`src/rtl/schematic_pkg.sv`:
```
// Shared constants for the schematic RV32I-subset core.
package schematic_pkg;

  // Major opcodes handled by the core
  localparam logic [6:0] OPC_OP_IMM = 7'b0010011;
  localparam logic [6:0] OPC_OP     = 7'b0110011;
  localparam logic [6:0] OPC_LOAD   = 7'b0000011;
  localparam logic [6:0] OPC_STORE  = 7'b0100011;

  // ALU funct3
  localparam logic [2:0] F3_ADD  = 3'b000;
  localparam logic [2:0] F3_SLL  = 3'b001;
  localparam logic [2:0] F3_SLT  = 3'b010;
  localparam logic [2:0] F3_SLTU = 3'b011;
  localparam logic [2:0] F3_XOR  = 3'b100;
  localparam logic [2:0] F3_SR   = 3'b101;
  localparam logic [2:0] F3_OR   = 3'b110;
  localparam logic [2:0] F3_AND  = 3'b111;

  // Load / store funct3
  localparam logic [2:0] F3_LB  = 3'b000;
  localparam logic [2:0] F3_LH  = 3'b001;
  localparam logic [2:0] F3_LW  = 3'b010;
  localparam logic [2:0] F3_LBU = 3'b100;
  localparam logic [2:0] F3_LHU = 3'b101;
  localparam logic [2:0] F3_SB  = 3'b000;
  localparam logic [2:0] F3_SH  = 3'b001;
  localparam logic [2:0] F3_SW  = 3'b010;

  // funct7 selecting SUB / SRA(I); only bit 30 of the instruction matters
  localparam logic [6:0] F7_ALT = 7'b0100000;

  // Memory operation codes on MEM_OP
  localparam logic [1:0] MOP_IDLE  = 2'd0;
  localparam logic [1:0] MOP_STORE = 2'd1;
  localparam logic [1:0] MOP_LOAD  = 2'd2;

  typedef enum logic [1:0] {
    ST_FETCH    = 2'd0,
    ST_EXEC     = 2'd1,
    ST_MEM_WAIT = 2'd2
  } state_e;

endpackage

```
`src/rtl/schematic_regfile.sv`:
```
// 32-entry register file: two async read ports, one sync write port, x0 hardwired to 0.
module schematic_regfile #(
  parameter int XLEN = 32
) (
  input  logic            clk,
  input  logic            rst,
  input  logic [4:0]      ra1,
  input  logic [4:0]      ra2,
  output logic [XLEN-1:0] rd1,
  output logic [XLEN-1:0] rd2,
  input  logic            we,
  input  logic [4:0]      wa,
  input  logic [XLEN-1:0] wd
);

  logic [31:0][XLEN-1:0] regs_q, regs_d;

  // Next register contents; writes to x0 are dropped
  always_comb begin
    regs_d = regs_q;
    if (we && (wa != 5'd0)) regs_d[wa] = wd;
  end

  // Register storage with synchronous clear
  always_ff @(posedge clk) begin
    if (rst) regs_q <= '0;
    else     regs_q <= regs_d;
  end

  assign rd1 = (ra1 == 5'd0) ? '0 : regs_q[ra1];
  assign rd2 = (ra2 == 5'd0) ? '0 : regs_q[ra2];

endmodule

```
`src/rtl/schematic.sv`:
```
// Multi-cycle RV32I-subset core: FETCH -> EXEC -> (MEM_WAIT) -> FETCH.
module schematic
  import schematic_pkg::*;
#(
  parameter logic [31:0] RESET_PC = 32'h0,
  parameter int          XLEN     = 32
) (
  input  logic            CLK,
  input  logic            RST,
  output logic [31:0]     ADDR,
  input  logic [31:0]     MEM_INST,
  input  logic            MEM_INST_ENB,
  output logic [1:0]      MEM_OP,
  output logic [15:0]     MEM_ADDR,
  output logic [XLEN-1:0] MEM_STORE,
  input  logic [XLEN-1:0] MEM_LOAD,
  input  logic            READ_READY,
  input  logic            MEM_WRITEENABLE
);

  state_e      state_q, state_d;
  logic [31:0] pc_q, pc_d;
  logic [31:0] ir_q, ir_d;

  // Instruction fields
  logic [6:0] opcode;
  logic [2:0] f3;
  logic [4:0] rd, rs1, rs2;
  logic       f7_alt;
  assign opcode = ir_q[6:0];
  assign rd     = ir_q[11:7];
  assign f3     = ir_q[14:12];
  assign rs1    = ir_q[19:15];
  assign rs2    = ir_q[24:20];
  assign f7_alt = ir_q[30] == F7_ALT[5];

  logic [XLEN-1:0] imm_i, imm_s;
  assign imm_i = {{(XLEN-12){ir_q[31]}}, ir_q[31:20]};
  assign imm_s = {{(XLEN-12){ir_q[31]}}, ir_q[31:25], ir_q[11:7]};

  logic            is_op_imm, is_op, is_load, is_store;
  assign is_op_imm = (opcode == OPC_OP_IMM);
  assign is_op     = (opcode == OPC_OP);
  assign is_load   = (opcode == OPC_LOAD) &&
                     (f3 == F3_LB || f3 == F3_LH || f3 == F3_LW || f3 == F3_LBU || f3 == F3_LHU);
  assign is_store  = (opcode == OPC_STORE) &&
                     (f3 == F3_SB || f3 == F3_SH || f3 == F3_SW);

  logic [XLEN-1:0] rs1_v, rs2_v;
  logic            rf_we;
  logic [XLEN-1:0] rf_wd;

  schematic_regfile #(.XLEN(XLEN)) u_rf (
    .clk (CLK),
    .rst (RST),
    .ra1 (rs1),
    .ra2 (rs2),
    .rd1 (rs1_v),
    .rd2 (rs2_v),
    .we  (rf_we),
    .wa  (rd),
    .wd  (rf_wd)
  );

  // ALU shared by OP and OP-IMM; only register-register ADD can become SUB
  logic [XLEN-1:0] alu_b, alu_res;
  logic [4:0]      shamt;
  always_comb begin
    alu_b   = is_op ? rs2_v : imm_i;
    shamt   = alu_b[4:0];
    alu_res = '0;
    case (f3)
      F3_ADD:  alu_res = (is_op && f7_alt) ? rs1_v - alu_b : rs1_v + alu_b;
      F3_SLL:  alu_res = rs1_v << shamt;
      F3_SLT:  alu_res = {{(XLEN-1){1'b0}}, $signed(rs1_v) < $signed(alu_b)};
      F3_SLTU: alu_res = {{(XLEN-1){1'b0}}, rs1_v < alu_b};
      F3_XOR:  alu_res = rs1_v ^ alu_b;
      F3_SR:   alu_res = f7_alt ? $unsigned($signed(rs1_v) >>> shamt) : rs1_v >> shamt;
      F3_OR:   alu_res = rs1_v | alu_b;
      F3_AND:  alu_res = rs1_v & alu_b;
      default: alu_res = '0;
    endcase
  end

  // Data address is only 16 bits wide, so only the low half is summed
  logic [15:0] agen;
  assign agen = rs1_v[15:0] + (is_store ? imm_s[15:0] : imm_i[15:0]);

  // Load extension and store formatting; memory is word-per-address, no lane shifts
  logic [XLEN-1:0] load_ext, store_fmt;
  always_comb begin
    load_ext = '0;
    case (f3)
      F3_LB:   load_ext = {{(XLEN-8){MEM_LOAD[7]}}, MEM_LOAD[7:0]};
      F3_LH:   load_ext = {{(XLEN-16){MEM_LOAD[15]}}, MEM_LOAD[15:0]};
      F3_LW:   load_ext = MEM_LOAD;
      F3_LBU:  load_ext = {{(XLEN-8){1'b0}}, MEM_LOAD[7:0]};
      F3_LHU:  load_ext = {{(XLEN-16){1'b0}}, MEM_LOAD[15:0]};
      default: load_ext = '0;
    endcase
    store_fmt = rs2_v;
    case (f3)
      F3_SB:   store_fmt = {{(XLEN-8){1'b0}}, rs2_v[7:0]};
      F3_SH:   store_fmt = {{(XLEN-16){1'b0}}, rs2_v[15:0]};
      default: store_fmt = rs2_v;
    endcase
  end

  // FSM next state, PC/IR update, register write and memory interface outputs
  always_comb begin
    state_d   = state_q;
    pc_d      = pc_q;
    ir_d      = ir_q;
    rf_we     = 1'b0;
    rf_wd     = alu_res;
    MEM_OP    = MOP_IDLE;
    MEM_ADDR  = '0;
    MEM_STORE = '0;
    case (state_q)
      ST_FETCH: begin
        if (MEM_INST_ENB) begin
          ir_d    = MEM_INST;
          state_d = ST_EXEC;
        end
      end
      ST_EXEC: begin
        if (is_load) begin
          MEM_OP   = MOP_LOAD;
          MEM_ADDR = agen;
          state_d  = ST_MEM_WAIT;
        end else begin
          // ALU ops write rd; stores and anything unsupported only advance the PC
          rf_we   = is_op_imm || is_op;
          pc_d    = pc_q + 32'd4;
          state_d = ST_FETCH;
          if (is_store) begin
            MEM_OP    = MOP_STORE;
            MEM_ADDR  = agen;
            MEM_STORE = store_fmt;
          end
        end
      end
      ST_MEM_WAIT: begin
        MEM_OP   = MOP_LOAD;
        MEM_ADDR = agen;
        if (READ_READY) begin
          rf_we   = MEM_WRITEENABLE;
          rf_wd   = load_ext;
          pc_d    = pc_q + 32'd4;
          state_d = ST_FETCH;
        end
      end
      default: state_d = ST_FETCH;
    endcase
  end

  // Core state registers; reset abandons any outstanding access
  always_ff @(posedge CLK) begin
    if (RST) begin
      state_q <= ST_FETCH;
      pc_q    <= RESET_PC;
      ir_q    <= '0;
    end else begin
      state_q <= state_d;
      pc_q    <= pc_d;
      ir_q    <= ir_d;
    end
  end

  assign ADDR = pc_q;

endmodule

```
`config.mk`:
```
export PLATFORM = sky130hd
export DESIGN_NAME = schematic
export DESIGN_NICKNAME = d
export VERILOG_FILES = /design/src/rtl/schematic_pkg.sv /design/src/rtl/schematic_regfile.sv /design/src/rtl/schematic.sv
export SDC_FILE = /design/constraint.sdc
export NUM_CORES = 2
export LEC_CHECK = 0
export BUFFER_PORTS_ARGS = -buffer_cell sky130_fd_sc_hd__buf_4
export CORE_MARGIN = 2
export CORE_UTILIZATION = 45
export DETAILED_ROUTE_END_ITERATION = 8
export GPL_TIMING_DRIVEN = 0
export REMOVE_ABC_BUFFERS = 1
export SYNTH_ARGS = -nofsm -noshare
export SYNTH_HDL_FRONTEND = slang
export SYNTH_SLANG_ARGS = --single-unit
export TNS_END_PERCENT = 1
```
`constraint.sdc`:
```
create_clock -name CLK -period 17.3 [get_ports CLK]
set_clock_uncertainty 0.2 [all_clocks]
set_input_delay 2.595 -clock CLK [delete_from_list [all_inputs] [get_ports CLK]]
set_output_delay 2.595 -clock CLK [all_outputs]
set_load 0.05 [all_outputs]
```
# After elaboration in Yosys (flattened, before gate mapping)
# Cells that the tools add are included.
# Widths: inputs -> output; s select.
# op_classes
addsub	4
n_lt_le_gt_ge	6
eq_ne	16
n_shift	3
n_mux	37
bitwise	3
reduce_logical	19
# ops
op	n
$bwmux 1024	1
$mux 32	15
$bmux 32 s5	2
$pmux 32 s8	1
$demux 32 s5	1
$pmux 32 s5	1
$pmux 32 s2	2
$lt 32x32->1	2
$add 32x3->32 const B	1
$add 32x32->32	1
$and 32x32->32	1
$mux 16	2
$or 32x32->32	1
$pmux 16 s2	1
$shl 32x5->32	1
$shr 32x5->32	1
$sshr 32x5->32	1
$sub 32x32->32	1
$xor 32x32->32	1
$lt 5x6->1 const B	3
$add 16x16->16	1
$eq 7x6->1 const B	2
$eq 3x3->1 const B	4
$logic_not 5->1	2
22 further kinds	39
# totals
reg_bits	1090
in_bits	69
out_inout_bits	82
elab_cells	123

# Longest topological paths before layout
# logic_depth
word_depth	10
ltp_mapped	31
ltp_nobuf	21

# By module
# From an unflattened synthesis, not the netlist that was laid out.
# hier_totals
cells_unflattened	8010
hier_area_um2	64982.3
# modules_own_cells
mod	n_inst	cells_per_inst	area_per_inst_um2	seq_area_each_um2
schematic_regfile	1	5884	51496.9	20499.7
schematic	1	2126	13485.4	1281.2

# Worst setup path before layout
# Ideal clock, no wire load.
# synth_path
path_type	register to output
start	reg ir_q[15]
end	out MEM_ADDR[15]
arrival_time_ns	5.149
slack_ns	9.356
path_stages_with_launch	26
cell_sequence	dfxtp_1 -> buf_6 -> buf_12 -> buf_12 -> buf_12 -> buf_8 -> buf_8 -> buf_8 -> mux2i_1 -> o22ai_1 -> nor4_2 -> nor4_2 -> and2_1 -> ha_1 -> a21o_1 -> a21o_1 -> a21oi_1 -> o21bai_1 -> a21oi_1 -> o21ai_0 -> o41ai_1 -> nor2_1 -> a211oi_1 -> o21ai_0 -> xnor2_1 -> nor2_1
# synth_between
elab_chain_cells	7
# synth_rtl
element	line	source
start: declaration	schematic.sv:23	logic [31:0] ir_q, ir_d;
start signal: assignment	schematic.sv:166	ir_q <= ir_d;
$bmux 32 s5	schematic_regfile.sv:30	assign rd1 = (ra1 == 5'd0) ? '0 : regs_q[ra1];
$mux 32 (not written as such)	schematic_regfile.sv:30	
$mux 32 *	schematic_regfile.sv:30	
$add 16x16->16 *	schematic.sv:87	assign agen = rs1_v[15:0] + (is_store ? imm_s[15:0] : imm_i[15:0]);
$mux 16	schematic.sv:136	if (is_store) begin
$mux 16	schematic.sv:127	if (is_load) begin
$pmux 16 s2 *	schematic.sv:119	case (state_q)
end: declaration	schematic.sv:14	output logic [15:0] MEM_ADDR,
# Mark *: on every way between the ends. The rest lies on a longest branch, timed or not. The select of a mux whose other input is x is not followed.

# Worst setup path in the final report
# layout_path
start	reg ir_q[16]
end	out MEM_ADDR[15]
# The elaborated chain is that of the path after synthesis.

==> key figures <==
Run status
  • Outcome: complete, but fails checks
  • Violated checks: capacitance limit, slew limit

Power
  • Leak pwr: 24.3 nW
  • Peak supply drop: 0.0830 mV
  • Psw: 1.76 mW
  • Combinational power share: 13.5%
  • Power per cell area: 84.9 nW/um2
  • Sw frac: 28.6%
  • Clk network pwr share: 45.1%
  • Internal power: 4.39 mW
  • Reg power frac: 41.3%

Final layout
  • Fin area: 72500 um2
  • Register area: 21800 um2
  • Most common cell after layout, fill and taps aside: dfxtp_1
  • Antenna diodes: 0
  • Fillers: 13244
  • Layout Nets: 7054
  • Area of the multi-input gates: 39400 um2
  • Layout cells sized above 1: 18.6%
  • Layout area overhead: 11.7%
  • Most frequent cells in the layout: 1075 x dfxtp_1, 838 x nand3_1, 532 x o21ai_0

Setup path
  • Worst R2R Setup Slack: 6.36 ns
  • CP Launch Type: register
  • Req. time, crit path: 14.51 ns
  • WP data arrival: 8.40 ns
  • Crit path max fanout: 50
  • Critical setup path kind: register to output pin
  • Crit. End Element: output pin

Placement
  • Routability cong.: 1.04
  • Post-DP HPWL: 188000 um
  • Placement Cell Area: 68200 um2
  • Port Buf Inserts: 148

Detailed routing
  • Routed Antenna Nets: 0
  • Wire length per cell: 31.7 um
  • Routed wire length: 281000 um
  • Drt drc: 0
  • DRT iter0 DRCs: 7706
  • Avg Vias per Cell: 6.78
  • TritonRoute pass-1 iters: 8
  • Detailed-route via count: 60162

Global route
  • Largest net degree at the start of global routing: 155
  • Total Routing Usage GR: 37.1%
  • Vias in the first global route: 56099
  • Initial antenna violation count: 11
  • Grt ovf: 0
  • First-pass GRT wire length: 401000 um

Floorplan
  • Die H: 384 um
  • Die area: 147000 um2
  • Core Area: 143000 um2
  • IO Pins: 151
  • Row cnt: 139
  • Starting Density: 45.3%
  • Die X: 384 um

Timing
  • Final Setup Violations: 0
  • Max Fclk: 89.3 MHz
  • Max Slew Vio Count: 15
  • Fin crit period: 11.20 ns
  • Period utilisation layout: 64.7%
  • Relative slew margins: -6.29%
  • Final hold violation count: 0
  • Final setup TNS: 0 ns
  • Least-Margin Pin Slew: 1.59 ns
  • RSZ-0062 raised after global routing: no

Yosys
  • Syn Area/Cell: 8.99 um2
  • Synth area leader: dfxtp_1
  • Ys Warns: 0
  • Async SR Flop Fraction: 0%
  • Post-synth EDFFs: 0
  • Netlist cell types: 125
  • Main flop type after synthesis: dfxtp_1
  • Synth Instances: 7221
  • Synthesized flop and latch total: 1088
  • Mapped cell area: 64900 um2
  • Sequential share of the synthesized area: 33.5%
  • Post-synth top area share: 33.5%
  • Area contributors post-synth: dfxtp_1 34%, mux4_2 14%, nand3_1 6.5%, o21ai_0 4.1%, mux2i_1 4.1%

CTS
  • CTS Hold Bufs: 0
  • Worst-path clk slew: 0.06 ns
  • H-tree levels: 3
  • TritonCTS clock tree: done
  • Worst-Skew Late Latency: 0.79 ns
  • Cts repair resizes: 0
  • Clock sinks: 1088
  • Root Buffer: clkbuf_16
  • Post-CTS setup buffer count: 0
  • Clock Tree Buf Depth: 3
  • CTS buffer count: 118

Job
  • Max-cap violations: 1

Min path
  • HP Class: register to register
==> sequential cells by signal (all words and copies together), names as in the netlist <==
register and cells:
state_q 2, ir_q 32, u_rf.regs_q 1024, ADDR 30
==> synth_stat cells, types with 26 or more instances <==
master / number
dfxtp_1: 1088
ha_1: 116
clkbuf_1: 457
xnor2_1: 37
inv_1: 101
mux2_2: 100
buf_2: 133
nor2b_1: 56
o221ai_1: 53
and3_1: 26
xor2_1: 31
or3_1: 52
and2_1: 47
nor3_1: 129
mux2i_1: 265
o31ai_1: 75
o21ai_1: 274
nor2_1: 492
o211ai_1: 34
buf_4: 52
o21ai_2: 96
o21ai_0: 533
nand3_1: 838
a221oi_1: 60
buf_1: 38
a21oi_1: 295
a211oi_2: 32
o22ai_1: 71
buf_6: 32
a211oi_1: 156
nand2_1: 550
mux4_2: 397
a31oi_1: 27
nor4_1: 27
==> path summary, 6_finish.rpt <==
kind,to,cells past startpoint,startpoint
max,MEM_ADDR[15],23,ir_q[16]
max reg2reg,u_rf.regs_q[731],20,ir_q[22]
min reg2reg,ir_q[1],2,ir_q[1]
min,ir_q[1],2,ir_q[1]
==> critical path, stage by stage, from the launching register on <==
cell and delay (ns):
dfxtp_4 0.64, buf_16 0.30, buf_16 0.33, buf_16 0.31, or3b_4 0.66, buf_12 0.27
o22ai_1 0.35, nor4_2 0.11, nor4_2 0.62, and2_1 0.41, ha_1 0.30, a21o_1 0.15
a21o_1 0.20, a21oi_1 0.15, o21bai_1 0.11, a21oi_1 0.53, o21ai_0 0.26, o41ai_1 0.50
nor2_1 0.11, a211oi_1 0.36, o21ai_0 0.18, xnor2_1 0.15, nor2_1 0.19, buf_4 0.24
==> final cells by class <==
cell class | instances | share of cell area (%)
Tap cell | 1903 | 3.28
Sequential cell | 1088 | 30.1
Clock inverter | 48 | 0.954
Timing Repair Buffer | 287 | 5.77
Inverter | 110 | 0.594
Multi-Input combinational cell | 5261 | 54.4
Clock buffer | 173 | 4.89
==> routing by layer <==
| metal | track usage [%] | wire length, um |
|---|---|---|
| met2 | 54.4 | 119000 |
| met5 | 0 | 67 |
| met4 | 20.3 | 18000 |
| met3 | 9.19 | 30900 |
| met1 | 49.9 | 113000 |
==> power by group through the flow <==
stage / clock network [mW] / logic, mW / registers (mW)
floorplan: 0 / 0.413 / 2.63
global placement: 0 / 0.718 / 2.69
detailed placement: 0 / 0.797 / 2.60
CTS: 2.79 / 0.800 / 2.54
global route: 2.89 / 0.851 / 2.54
finish: 2.78 / 0.832 / 2.54
==> through the flow <==
step / util [%] / total power [mW] / setup WS (ns) / hold WS (ns) / cells
after floorplan: - / 3.05 / -5.14 / 0.225 / 6459
after global placement: 45.0 / 3.41 / -26.55 / 0.243 / 8510
after detailed placement: 47.5 / 3.39 / 6.92 / 0.254 / 8646
after CTS: 50.5 / 6.14 / 6.19 / 0.263 / 8867
after global routing: 50.5 / 6.28 / 5.88 / 0.281 / 8870
final: 50.5 / 6.15 / 6.10 / 0.259 / 8870
==> logic make-up (layout without fill, tap and decap cells) <==
kind of cell,Yosys count,in the layout,synth area share [%]
other,1,2,0.00578
XOR/XNOR,68,68,0.917
buffers and inverters,873,618,6.57
AND/OR/NAND/NOR,2336,2336,17.0
multiplexers,777,777,20.0
AO/OA/AOI/OAI,1959,1959,19.6
adder cells (fa/ha/maj),119,119,2.33
flip-flops,1088,1088,33.5
Power figures use the tool's default switching activity.
